===== src/rtl/float_div_seq_pkg.sv =====
// Shared definitions for the iterative floating-point divider.
// Holds default field widths, FSM state encoding and exponent helpers
// (bias and saturated-max exponent) used by float_div_seq.
package float_div_seq_pkg;

  localparam int unsigned DEF_WIDTH     = 32;
  localparam int unsigned DEF_WIDTH_EXP = 8;
  localparam int unsigned DEF_WIDTH_MAT = 23;

  typedef enum logic [1:0] {
    ST_IDLE = 2'd0,
    ST_DIV  = 2'd1,
    ST_NORM = 2'd2
  } state_e;

  // Exponent bias: 2^(we-1)-1
  function automatic int unsigned exp_bias(input int unsigned we);
    return (32'd1 << (we - 32'd1)) - 32'd1;
  endfunction

  // Largest finite exponent code used for saturation: 2^we-2
  function automatic int unsigned exp_sat(input int unsigned we);
    return (32'd1 << we) - 32'd2;
  endfunction

  // Exponent value at or above which the result saturates: 2^we-1
  function automatic int unsigned exp_ovf(input int unsigned we);
    return (32'd1 << we) - 32'd1;
  endfunction

endpackage


===== src/rtl/float_div_mant_core.sv =====
// Restoring mantissa divider, one quotient bit per step.
// Ports:
//   clk_i, rst_i  clock and synchronous active-high reset
//   load_i        load dividend mantissa into remainder, clear quotient/count
//   step_i        perform one restoring iteration
//   m1_i, m2_i    dividend / divisor mantissas including hidden bit
//   quot_o        quotient shift register, MSB-first
//   last_o        high while the next step is the final iteration
module float_div_mant_core
  import float_div_seq_pkg::*;
#(
  parameter int unsigned MW = DEF_WIDTH_MAT + 1
) (
  input  logic          clk_i,
  input  logic          rst_i,
  input  logic          load_i,
  input  logic          step_i,
  input  logic [MW-1:0] m1_i,
  input  logic [MW-1:0] m2_i,
  output logic [MW:0]   quot_o,
  output logic          last_o
);

  localparam int unsigned QW = MW + 1;
  localparam int unsigned CW = $clog2(QW + 1);

  logic [QW-1:0] rem_q, rem_d;
  logic [QW-1:0] quot_q, quot_d;
  logic [QW-1:0] diff_c;
  logic [CW-1:0] cnt_q, cnt_d;
  logic          last_q, last_d;
  logic          ge_c;

  // Remainder stays below 2*M2, so the shifted remainder fits in QW bits
  always_comb begin
    ge_c   = (rem_q >= QW'(m2_i));
    diff_c = ge_c ? (rem_q - QW'(m2_i)) : rem_q;
    rem_d  = rem_q;
    quot_d = quot_q;
    cnt_d  = cnt_q;
    if (load_i) begin
      rem_d  = QW'(m1_i);
      quot_d = '0;
      cnt_d  = '0;
    end else if (step_i) begin
      rem_d  = diff_c << 1;
      quot_d = {quot_q[QW-2:0], ge_c};
      cnt_d  = cnt_q + CW'(1);
    end
    last_d = (cnt_d == CW'(QW - 1));
  end

  always_ff @(posedge clk_i) begin
    if (rst_i) begin
      rem_q  <= '0;
      quot_q <= '0;
      cnt_q  <= '0;
      last_q <= 1'b0;
    end else begin
      rem_q  <= rem_d;
      quot_q <= quot_d;
      cnt_q  <= cnt_d;
      last_q <= last_d;
    end
  end

  assign quot_o = quot_q;
  assign last_o = last_q;

endmodule


===== src/rtl/float_div_seq.sv =====
// Iterative floating-point divider: result = OP1 / OP2 on the
// sign | biased exponent | hidden-1 mantissa format, truncating.
// Ports:
//   CLK, RST      clock and synchronous active-high reset
//   start         request, sampled only when idle
//   OP1, OP2      dividend, divisor
//   exce_in       upstream exception, ORed into exce_out
//   busy          operation in progress
//   done          one-cycle completion pulse
//   exce_out      exception flag for the current result
//   result        quotient, held until next completion or reset
module float_div_seq
  import float_div_seq_pkg::*;
#(
  parameter int unsigned WIDTH     = DEF_WIDTH,
  parameter int unsigned WIDTH_exp = DEF_WIDTH_EXP,
  parameter int unsigned WIDTH_mat = DEF_WIDTH_MAT
) (
  input  logic             CLK,
  input  logic             RST,
  input  logic             start,
  input  logic [WIDTH-1:0] OP1,
  input  logic [WIDTH-1:0] OP2,
  input  logic             exce_in,
  output logic             busy,
  output logic             done,
  output logic             exce_out,
  output logic [WIDTH-1:0] result
);

  localparam int unsigned MW   = WIDTH_mat + 1;
  localparam int unsigned QW   = WIDTH_mat + 2;
  localparam int unsigned EW   = WIDTH_exp + 2;
  localparam int unsigned BIAS = exp_bias(WIDTH_exp);
  localparam logic signed [EW-1:0] EOVF = EW'(exp_ovf(WIDTH_exp));
  localparam logic [WIDTH-1:0] SAT_MAG =
    {1'b0, WIDTH_exp'(exp_sat(WIDTH_exp)), {WIDTH_mat{1'b1}}};

  // Operand fields
  logic                 sign1_c, sign2_c;
  logic [WIDTH_exp-1:0] exp1_c, exp2_c;
  logic [WIDTH_mat-1:0] man1_c, man2_c;
  logic                 zero1_c, zero2_c;

  assign sign1_c = OP1[WIDTH-1];
  assign sign2_c = OP2[WIDTH-1];
  assign exp1_c  = OP1[WIDTH-2 -: WIDTH_exp];
  assign exp2_c  = OP2[WIDTH-2 -: WIDTH_exp];
  assign man1_c  = OP1[WIDTH_mat-1:0];
  assign man2_c  = OP2[WIDTH_mat-1:0];
  assign zero1_c = (exp1_c == '0) && (man1_c == '0);
  assign zero2_c = (exp2_c == '0) && (man2_c == '0);

  state_e state_q, state_d;

  logic                 sign_q;
  logic                 exce_in_q;
  logic [WIDTH_exp-1:0] exp1_q, exp2_q;
  logic                 div0_q, zero1_q;
  logic                 busy_q, busy_d;
  logic                 done_q, done_d;
  logic                 exce_q, exce_d;
  logic [WIDTH-1:0]     result_q, result_d;

  logic                 core_load_c, core_step_c;
  logic [QW-1:0]        quot_c;
  logic                 core_last_c;

  logic signed [EW-1:0] exp_c;
  logic [WIDTH_mat-1:0] mant_c;
  logic                 ovf_c, unf_c;

  float_div_mant_core #(
    .MW(MW)
  ) u_core (
    .clk_i  (CLK),
    .rst_i  (RST),
    .load_i (core_load_c),
    .step_i (core_step_c),
    .m1_i   ({1'b1, man1_c}),
    .m2_i   ({1'b1, man2_c}),
    .quot_o (quot_c),
    .last_o (core_last_c)
  );

  // State register
  always_ff @(posedge CLK) begin
    if (RST) state_q <= ST_IDLE;
    else     state_q <= state_d;
  end

  // Next state; zero operands bypass DIV and finish through NORM
  always_comb begin
    state_d = state_q;
    case (state_q)
      ST_IDLE: if (start) state_d = (zero1_c || zero2_c) ? ST_NORM : ST_DIV;
      ST_DIV:  if (core_last_c) state_d = ST_NORM;
      ST_NORM: state_d = ST_IDLE;
      default: state_d = ST_IDLE;
    endcase
  end

  // Normalisation of the quotient (MSB is the integer bit)
  always_comb begin
    exp_c  = EW'(exp1_q) - EW'(exp2_q) + EW'(BIAS) - EW'(!quot_c[QW-1]);
    mant_c = quot_c[QW-1] ? quot_c[WIDTH_mat:1] : quot_c[WIDTH_mat-1:0];
    ovf_c  = (exp_c >= EOVF);
    unf_c  = exp_c[EW-1] || (exp_c == '0);
  end

  // Output / control decode
  always_comb begin
    core_load_c = 1'b0;
    core_step_c = 1'b0;
    done_d      = 1'b0;
    busy_d      = (state_d != ST_IDLE);
    exce_d      = exce_q;
    result_d    = result_q;
    case (state_q)
      ST_IDLE: core_load_c = start;
      ST_DIV:  core_step_c = 1'b1;
      ST_NORM: begin
        done_d = 1'b1;
        if (div0_q) begin
          result_d = SAT_MAG | {sign_q, {(WIDTH-1){1'b0}}};
          exce_d   = 1'b1;
        end else if (zero1_q) begin
          result_d = '0;
          exce_d   = exce_in_q;
        end else if (ovf_c) begin
          result_d = SAT_MAG | {sign_q, {(WIDTH-1){1'b0}}};
          exce_d   = 1'b1;
        end else if (unf_c) begin
          result_d = '0;
          exce_d   = 1'b1;
        end else begin
          result_d = {sign_q, exp_c[WIDTH_exp-1:0], mant_c};
          exce_d   = exce_in_q;
        end
      end
      default: ;
    endcase
  end

  // Operand capture and registered outputs
  always_ff @(posedge CLK) begin
    if (RST) begin
      sign_q    <= 1'b0;
      exce_in_q <= 1'b0;
      exp1_q    <= '0;
      exp2_q    <= '0;
      div0_q    <= 1'b0;
      zero1_q   <= 1'b0;
      busy_q    <= 1'b0;
      done_q    <= 1'b0;
      exce_q    <= 1'b0;
      result_q  <= '0;
    end else begin
      if (core_load_c) begin
        sign_q    <= sign1_c ^ sign2_c;
        exce_in_q <= exce_in;
        exp1_q    <= exp1_c;
        exp2_q    <= exp2_c;
        div0_q    <= zero2_c;
        zero1_q   <= zero1_c;
      end
      busy_q   <= busy_d;
      done_q   <= done_d;
      exce_q   <= exce_d;
      result_q <= result_d;
    end
  end

  assign busy     = busy_q;
  assign done     = done_q;
  assign exce_out = exce_q;
  assign result   = result_q;

endmodule

===== config.mk =====
export PLATFORM = sky130hd
export DESIGN_NAME = float_div_seq
export DESIGN_NICKNAME = d
export VERILOG_FILES = /design/src/rtl/float_div_seq_pkg.sv /design/src/rtl/float_div_mant_core.sv /design/src/rtl/float_div_seq.sv
export SDC_FILE = /design/constraint.sdc
export NUM_CORES = 1
export LEC_CHECK = 0
export ABC_AREA = 1
export CAP_MARGIN = 10
export CORE_ASPECT_RATIO = 0.5
export CORE_MARGIN = 2
export CORE_UTILIZATION = 60
export DETAILED_ROUTE_END_ITERATION = 12
export HOLD_SLACK_MARGIN = 0.05
export PLACE_DENSITY = 0.82
export SYNTH_ARGS = -nofsm -noshare
export SYNTH_HDL_FRONTEND = slang
export SYNTH_SLANG_ARGS = --single-unit

===== constraint.sdc =====
create_clock -name CLK -period 6.1 [get_ports CLK]
set_input_delay 1.83 -clock CLK [delete_from_list [all_inputs] [get_ports CLK]]
set_output_delay 1.83 -clock CLK [all_outputs]
set_load 0.01 [all_outputs]

==> results of run 1 <==
power by group:
group	switching, mW	internal [mW]	total (mW)
clock network	0.403	0.574	0.977
registers	0.0185	0.765	0.783
logic	0.634	0.323	0.957
synthesized netlist by cell type (3+ instances only):
cell type	instances	area share, %
nand2_1	258	13
a211oi_1	25	2.5
a21oi_1	130	8.8
buf_4	4	0.40
a31oi_1	4	0.34
a21oi_2	3	0.35
o21ai_1	6	0.40
dfxtp_1	113	31
nor4_1	15	1.3
fa_1	3	0.81
inv_1	121	6.1
nand4_1	30	2.5
clkbuf_1	39	2.0
ha_1	40	6.7
buf_2	4	0.27
o211ai_1	3	0.30
nand2_2	4	0.34
xor2_1	24	2.8
nand3_1	73	4.9
xnor2_1	9	1.1
o21ai_0	46	3.1
buf_1	3	0.15
buf_6	5	0.76
nor3_1	11	0.74
nor2_1	131	6.6
through the flow:
stage	hold slack [ps]	util, %	instances	area (µm²)	power (mW)
after floorplan	433	-	1131	7420	1.56
after global placement	451	70.7	1352	8450	1.72
after detailed placement	456	70.7	1352	8450	1.73
after CTS	466	75.5	1384	9020	2.71
after global routing	483	75.5	1384	9020	2.88
final	462	75.5	1384	9020	2.72
logic make-up after synthesis:
logic type | Yosys count
buffers and inverters | 179
flip-flops | 113
AND/OR/NAND/NOR | 531
AO/OA/AOI/OAI | 232
XOR/XNOR | 33
adder cells (fa/ha/maj) | 43
how the worst min path moves through the flow:
stage	slack, ps	from	depth (start not counted)	end
6_report	460	result[28]	2	result[28]
5_1_grt	480	result[6]	2	result[6]
4_1_cts	470	result[17]	2	result[17]
3_5_place_dp	460	result[7]	2	result[7]
3_3_place_gp	450	result[23]	2	result[23]
2_1_floorplan	430	exp2_q[2]	2	exp2_q[2]
metal layers:
layer | part of all wire (%) | global-route usage, % | vias up
met5 | 0 | 0 | -
met4 | 1.4 | 7.05 | 0
met3 | 6.3 | 6.09 | 32
met2 | 47 | 55.6 | 300
met1 | 45 | 38.5 | 3599
li1 | - | - | 3918
cell usage in the layout (no fill, tap or decap), types with 15 or more instances in the layout:
cell,instances
xor2_1,24
a21oi_1,130
nor2_1,129
o21ai_0,46
inv_1,121
clkdlybuf4s50_1,101
dfxtp_1,113
clkbuf_16,17
nand2_1,258
ha_1,40
a211oi_1,25
nor4_1,15
nand3_1,73
nand4_1,30
cell type report:
cell class	instances	share of cell area, %
inverters	124	5.16
clock buffers	17	4.71
repair buffers	111	12.0
well taps	165	2.29
flip-flops and latches	113	25.1
multi-input cells	839	49.1
clock inverters	15	1.68
sequential cells by signal, summed over array words and instances (netlist names):
signal and flops:
zero1_q 1, busy 1, u_core.last_o 1, exp2_q 8, exce_in_q 1, state_q 2, u_core.quot_o 25, u_core.rem_q 25
sign_q 1, exce_out 1, exp1_q 8, result 32, done 1, div0_q 1, u_core.cnt_q 5
critical path: cells and delay by family:
kind | cells | cell delay (ps)
adder cells (fa/ha/maj) | 1 | 370
AND/OR/NAND/NOR | 6 | 1190
AO/OA/AOI/OAI | 5 | 830
buffers and inverters | 3 | 620
==> flow_summary_export.csv, run 1 <==
group,metric,value,unit
detailed_routing,num_vias,7849,
synthesis,synth_top_flop_cell,"dfxtp_1",
synthesis,synth_top_family_by_area,"simple AND/OR/NAND/NOR gates",
critical_path,startpoint,"OP2[2]",
cts,clock_path_buffers,2,
layout,multi_input_area,4430,µm²
cts,cts_setup_buffers,0,
place,gp_congestion,0.921,
timing,finalSetupTns,0,ps
status,outcome,"complete, no violations",
timing,fin_crit_sh,75.4,%
detailed_routing,via_per_inst,5.67,
critical_path,endpoint,"u_core.rem_q[11]",
layout,fin_nets,1317,
min_path,hp-class,"reg -> reg",
synthesis,ys_types,44,
synthesis,synth_enable_flop_cells,0,
synthesis,synthSimpleGateAreaFrac,30.8,%
floorplan,ios,103,
layout,diodes,0,
synthesis,ys_seq_elements,113,
timing,final_max_slew_viol_count,0,
place,dpl.hpwl,14000,µm
grt,grt-ovfl-total,0,
synthesis,synth_fa_ha_area_share,7.56,%
detailed_routing,ant_nets,0,
detailed_routing,drc,0,
detailed_routing,routedWlPerCell,14.7,µm
detailed_routing,first_pass_iters,5,
run,drv_cap,0,
detailed_routing,finalWirelength,20300,µm
synthesis,seq_area_frac_synth,30.5,%
cts,cts.sinks,113,
critical_path,end_kind,"register",
cts,cts_resized,0,
critical_path,r2r_start,"exp1_q[0]",
timing,fmax,0.217,GHz
synthesis,yosys.area_share.xor_xnor,3.90,%
critical_path,cp_cell_sequence,"clkdlybuf4s50_1 -> inv_1 -> ha_1 -> a21oi_1 -> nand2_1 -> a21boi_2 -> inv_1 -> nand2_1 -> nand2_1 -> nand3_2 -> nand3_4 -> a21oi_1 -> o21ai_1 -> nand2_1 -> a21oi_1",
cts,htree_levels,4,
timing,fin_crit,4600,ps
pwr,p_per_area,301,nW/µm²
grt,grt_antenna_before_repair,0,
synthesis,synth_nets,1242,
layout,drive_above_1_share,5.09,%
grt,grt_usage,30.7,%
cts,hold_buffers,0,
floorplan,die_area,13300,µm²
synthesis,synthCells,1131,
critical_path,worstPathArrival,4870,ps
cts,cts_root_buffer,"clkbuf_16",
cts,clk_latency,420,ps
layout,seqCellArea,2260,µm²
place,port_buffers,102,
critical_path,crit_slowest_cell,"clkdlybuf4s50_1",
floorplan,die_w,161,µm
place,post-place-ws,1190,ps
synthesis,ys_async_sr_fraction,0,%
detailed_routing,drt-initial-drc-count,665,
synthesis,syn_area_per_cell,6.56,µm²
synthesis,synth.mux.area_fraction,0,%
critical_path,path_class,"in -> reg",
timing,hold_violations,0,
grt,grt_max_degree,64,
timing,fin_skew,11.4,ps
critical_path,crit_path_frequent_cell,"nand2_1",
synthesis,yosys_warnings,0,
cts,cts_tree,"built",
synthesis,syn_area,7420,µm²
grt,grt_pass1_vias,6960,
floorplan,core,11900,µm²
floorplan,dieHeight,82.6,µm
timing,final-setup-viol-count,0,
timing,finalWorstSetupSlack,1500,ps
critical_path,cp_max_fo,32,
pwr,leakagePower,3.82,nW
pwr,peakVddDrop,0.197,mV
floorplan,rows,28,
critical_path,r2r_setup_slack,2250,ps
critical_path,reg2reg_depth,21,
critical_path,cp-start-kind,"primary input",
timing,grt_setup_unrepaired,"no",
floorplan,start_util,62.1,%
timing,max_slew.worst_pin.slew,1170,ps
critical_path,worstPathRequired,6370,ps
layout,syn2layout_area_growth,21.7,%
critical_path,cp_slowest_stage_delay,490,ps
cts,cts_buffers,17,
layout,fill_cells,984,
timing,slew-limit-headroom,22.0,%
cts,clkTransAtPathRegs,60,ps
synthesis,synth_compound_area_share,17.4,%
grt,grt_pass1_wl,32900,µm
critical_path,r2r_end,"result[22]",
No activity file was read; power rests on OpenSTA's default activity.
==> run 2: changes to the inputs <==
--- a/config.mk
+++ b/config.mk
@@ -9,10 +9,10 @@
 export CAP_MARGIN = 10
 export CORE_ASPECT_RATIO = 0.5
 export CORE_MARGIN = 2
-export CORE_UTILIZATION = 60
+export CORE_UTILIZATION = 56
 export DETAILED_ROUTE_END_ITERATION = 12
 export HOLD_SLACK_MARGIN = 0.05
-export PLACE_DENSITY = 0.82
+export PLACE_DENSITY = 0.77
 export SYNTH_ARGS = -nofsm -noshare
 export SYNTH_HDL_FRONTEND = slang
 export SYNTH_SLANG_ARGS = --single-unit
==> constraint.sdc (replaced) <==
create_clock -name CLK -period 4.4 [get_ports CLK]
set_input_delay 1.32 -clock CLK [delete_from_list [all_inputs] [get_ports CLK]]
set_output_delay 1.32 -clock CLK [all_outputs]
set_load 0.01 [all_outputs]
==> run 2 against run 1 <==
  * Sequential cell count did not move
  * Worst hold slack improved by 1.0 ps
  * Wire length up 0.10%
  * First-iteration DRC count down 16%
  * Clock power rose by 46%
  * Utilization fell by 4.4 points
  * Register-to-register slack got worse by 1800 ps
  * Cell area grew 0.92%
  * Die area increased by 6.9%
  * Worst setup slack lost 1100 ps
==> flow_summary_export.csv, run 2 (same netlist as run 1, synthesis figures left out) <==
group,metric,value,unit
layout,final_util,71.1,%
run,drv_cap,0,
cts,cts_resized,0,
pwr,leakagePower,3.87,nW
floorplan,rows,29,
floorplan,die_area,14200,µm²
pwr,power_switching,1.49,mW
detailed_routing,ant_nets,0,
pwr,combPwrFrac,34.7,%
detailed_routing,wl_met1,9210,µm
critical_path,worstPathArrival,4310,ps
min_path,hp-start,"result[9]",
cts,clkTransAtPathRegs,60,ps
layout,stdcell_count,1396,
detailed_routing,routedWlPerCell,14.6,µm
layout,drive_above_1_share,5.63,%
critical_path,startpoint,"exp2_q[0]",
layout,diodes,0,
pwr,power_frac_clock,37.1,%
grt,grt-ovfl-total,0,
critical_path,crit_path_frequent_cell,"a21oi_1",
pwr,swShare,38.6,%
timing,fin_crit,3970,ps
layout,final_common_cell,"nand2_1",
timing,max_slew.worst_pin.slew,1190,ps
critical_path,r2r_start,"exp2_q[0]",
floorplan,start_util,57.9,%
place,place_inst,1364,
grt,grt_usage,29.0,%
layout,largest_register_ffs,32,
detailed_routing,drc,0,
layout,mostFrequentLayoutCells,"nand2_1 (258), a21oi_1 (130), nor2_1 (129)",
timing,hold_violations,0,
min_path,hp-class,"reg -> reg",
cts,cts_buffers,17,
pwr,internal_power,2.36,mW
place,gp_congestion,0.940,
cts,cts_setup_buffers,0,
detailed_routing,num_vias,7786,
critical_path,worstPathRequired,4740,ps
grt,grt_pass1_vias,7267,
critical_path,cp_max_fo,30,
detailed_routing,via_per_inst,5.58,
cts,clock_path_buffers,2,
layout,fill_cells,1078,
pwr,peakVddDrop,0.328,mV
critical_path,crit_slowest_cell,"nand2_2",
pwr,p_total,3.85,mW
detailed_routing,first_pass_iters,5,
cts,cts_tree,"built",
critical_path,crit_buf_inv,2,
cts,clk_latency,420,ps
floorplan,die_w,167,µm
cts,hold_buffers,0,
layout,syn2layout_area_growth,22.8,%
critical_path,cp-start-kind,"register",
timing,slew-limit-headroom,20.8,%
critical_path,cp_cell_sequence,"ha_1 -> inv_1 -> fa_1 -> nand3_1 -> nand2_1 -> a21oi_1 -> o21bai_1 -> xor2_1 -> inv_1 -> ha_1 -> a21oi_1 -> o21ai_0 -> a21oi_1 -> xor2_1 -> nor2_1 -> nand2_1 -> nand2_1 -> nand2_2 -> nand3_1 -> a21oi_1",
pwr,seq_power_share,28.2,%
timing,fin_skew,10.7,ps
layout,fin_nets,1324,
grt,grt_max_degree,48,
grt,grt_pass1_wl,34000,µm
grt,grt_antenna_before_repair,0,
pwr,p_per_area,423,nW/µm²
detailed_routing,wl_met3,1240,µm
floorplan,ios,103,
detailed_routing,drt-initial-drc-count,556,
detailed_routing,finalWirelength,20300,µm
timing,grt_setup_unrepaired,"no",
place,dpl.hpwl,14500,µm
timing,holdWs,463,ps
detailed_routing,top_layer_used,"met4",
timing,fmax,0.252,GHz
status,outcome,"complete, no violations",
cts,htree_levels,4,
floorplan,core,12800,µm²
critical_path,cp_slowest_stage_delay,460,ps
critical_path,cpLargestDelayFamily,"simple AND/OR/NAND/NOR gates",
cts,cts.sinks,113,
cts,cts_root_buffer,"clkbuf_16",
timing,finalSetupTns,0,ps
critical_path,end_kind,"register",
timing,final_max_slew_viol_count,0,
timing,final-setup-viol-count,0,
critical_path,path_class,"reg -> reg",
place,port_buffers,102,
timing,fin_crit_sh,90.1,%
detailed_routing,dr_wl_met2,9560,µm
floorplan,dieHeight,85.4,µm
## run 2: worst reg2reg max path: cells and delay by family, from the launching register on
kind | cells | cell delay (ps)
simple gates | 7 | 1140
fa+ha+maj | 3 | 930
compound gates | 6 | 850
xor+xnor | 2 | 460
flops | 1 | 370
buf+inv | 2 | 140
## run 2: layout make-up
class | instances | area [µm²] | area share [%]
Timing Repair Buffer | 118 | 1140 | 12.5
Inverter | 124 | 465 | 5.11
Tap cell | 170 | 213 | 2.34
Multi-Input combinational cell | 839 | 4430 | 48.6
Clock inverter | 15 | 175 | 1.92
Clock buffer | 17 | 425 | 4.67
Sequential cell | 113 | 2260 | 24.8
## run 2: worst paths after layout
kind	depth (start not counted)	endpoint	slack, ps
hold / removal	2	result[9]	460
setup / recovery	20	result[12]	430
hold reg to reg	2	result[9]	460
setup reg to reg	20	result[12]	430
## run 2: per-stage QoR
| stage | setup WS (ps) | instance area [µm²] |
|---|---|---|
| 2_1_floorplan | 1210 | 7420 |
| 3_3_place_gp | 467 | 8510 |
| 3_5_place_dp | 384 | 8510 |
| 4_1_cts | 483 | 9110 |
| 5_1_grt | 52.4 | 9110 |
| 6_report | 435 | 9110 |
## run 2: power by group through the flow
stage	sequential [mW]	combinational, mW	clock (mW)
finish	1.09	1.34	1.43
global route	1.09	1.51	1.48
floorplan	1.10	1.07	0
global placement	1.11	1.30	0
CTS	1.08	1.32	1.43
detailed placement	1.11	1.31	0
## run 2: per-layer routing
| metal | up-vias | GRT usage (%) |
|---|---|---|
| li1 | 3926 | - |
| met4 | 0 | 9.72 |
| met2 | 260 | 50.5 |
| met1 | 3569 | 37.5 |
| met5 | - | 0 |
| met3 | 31 | 3.87 |
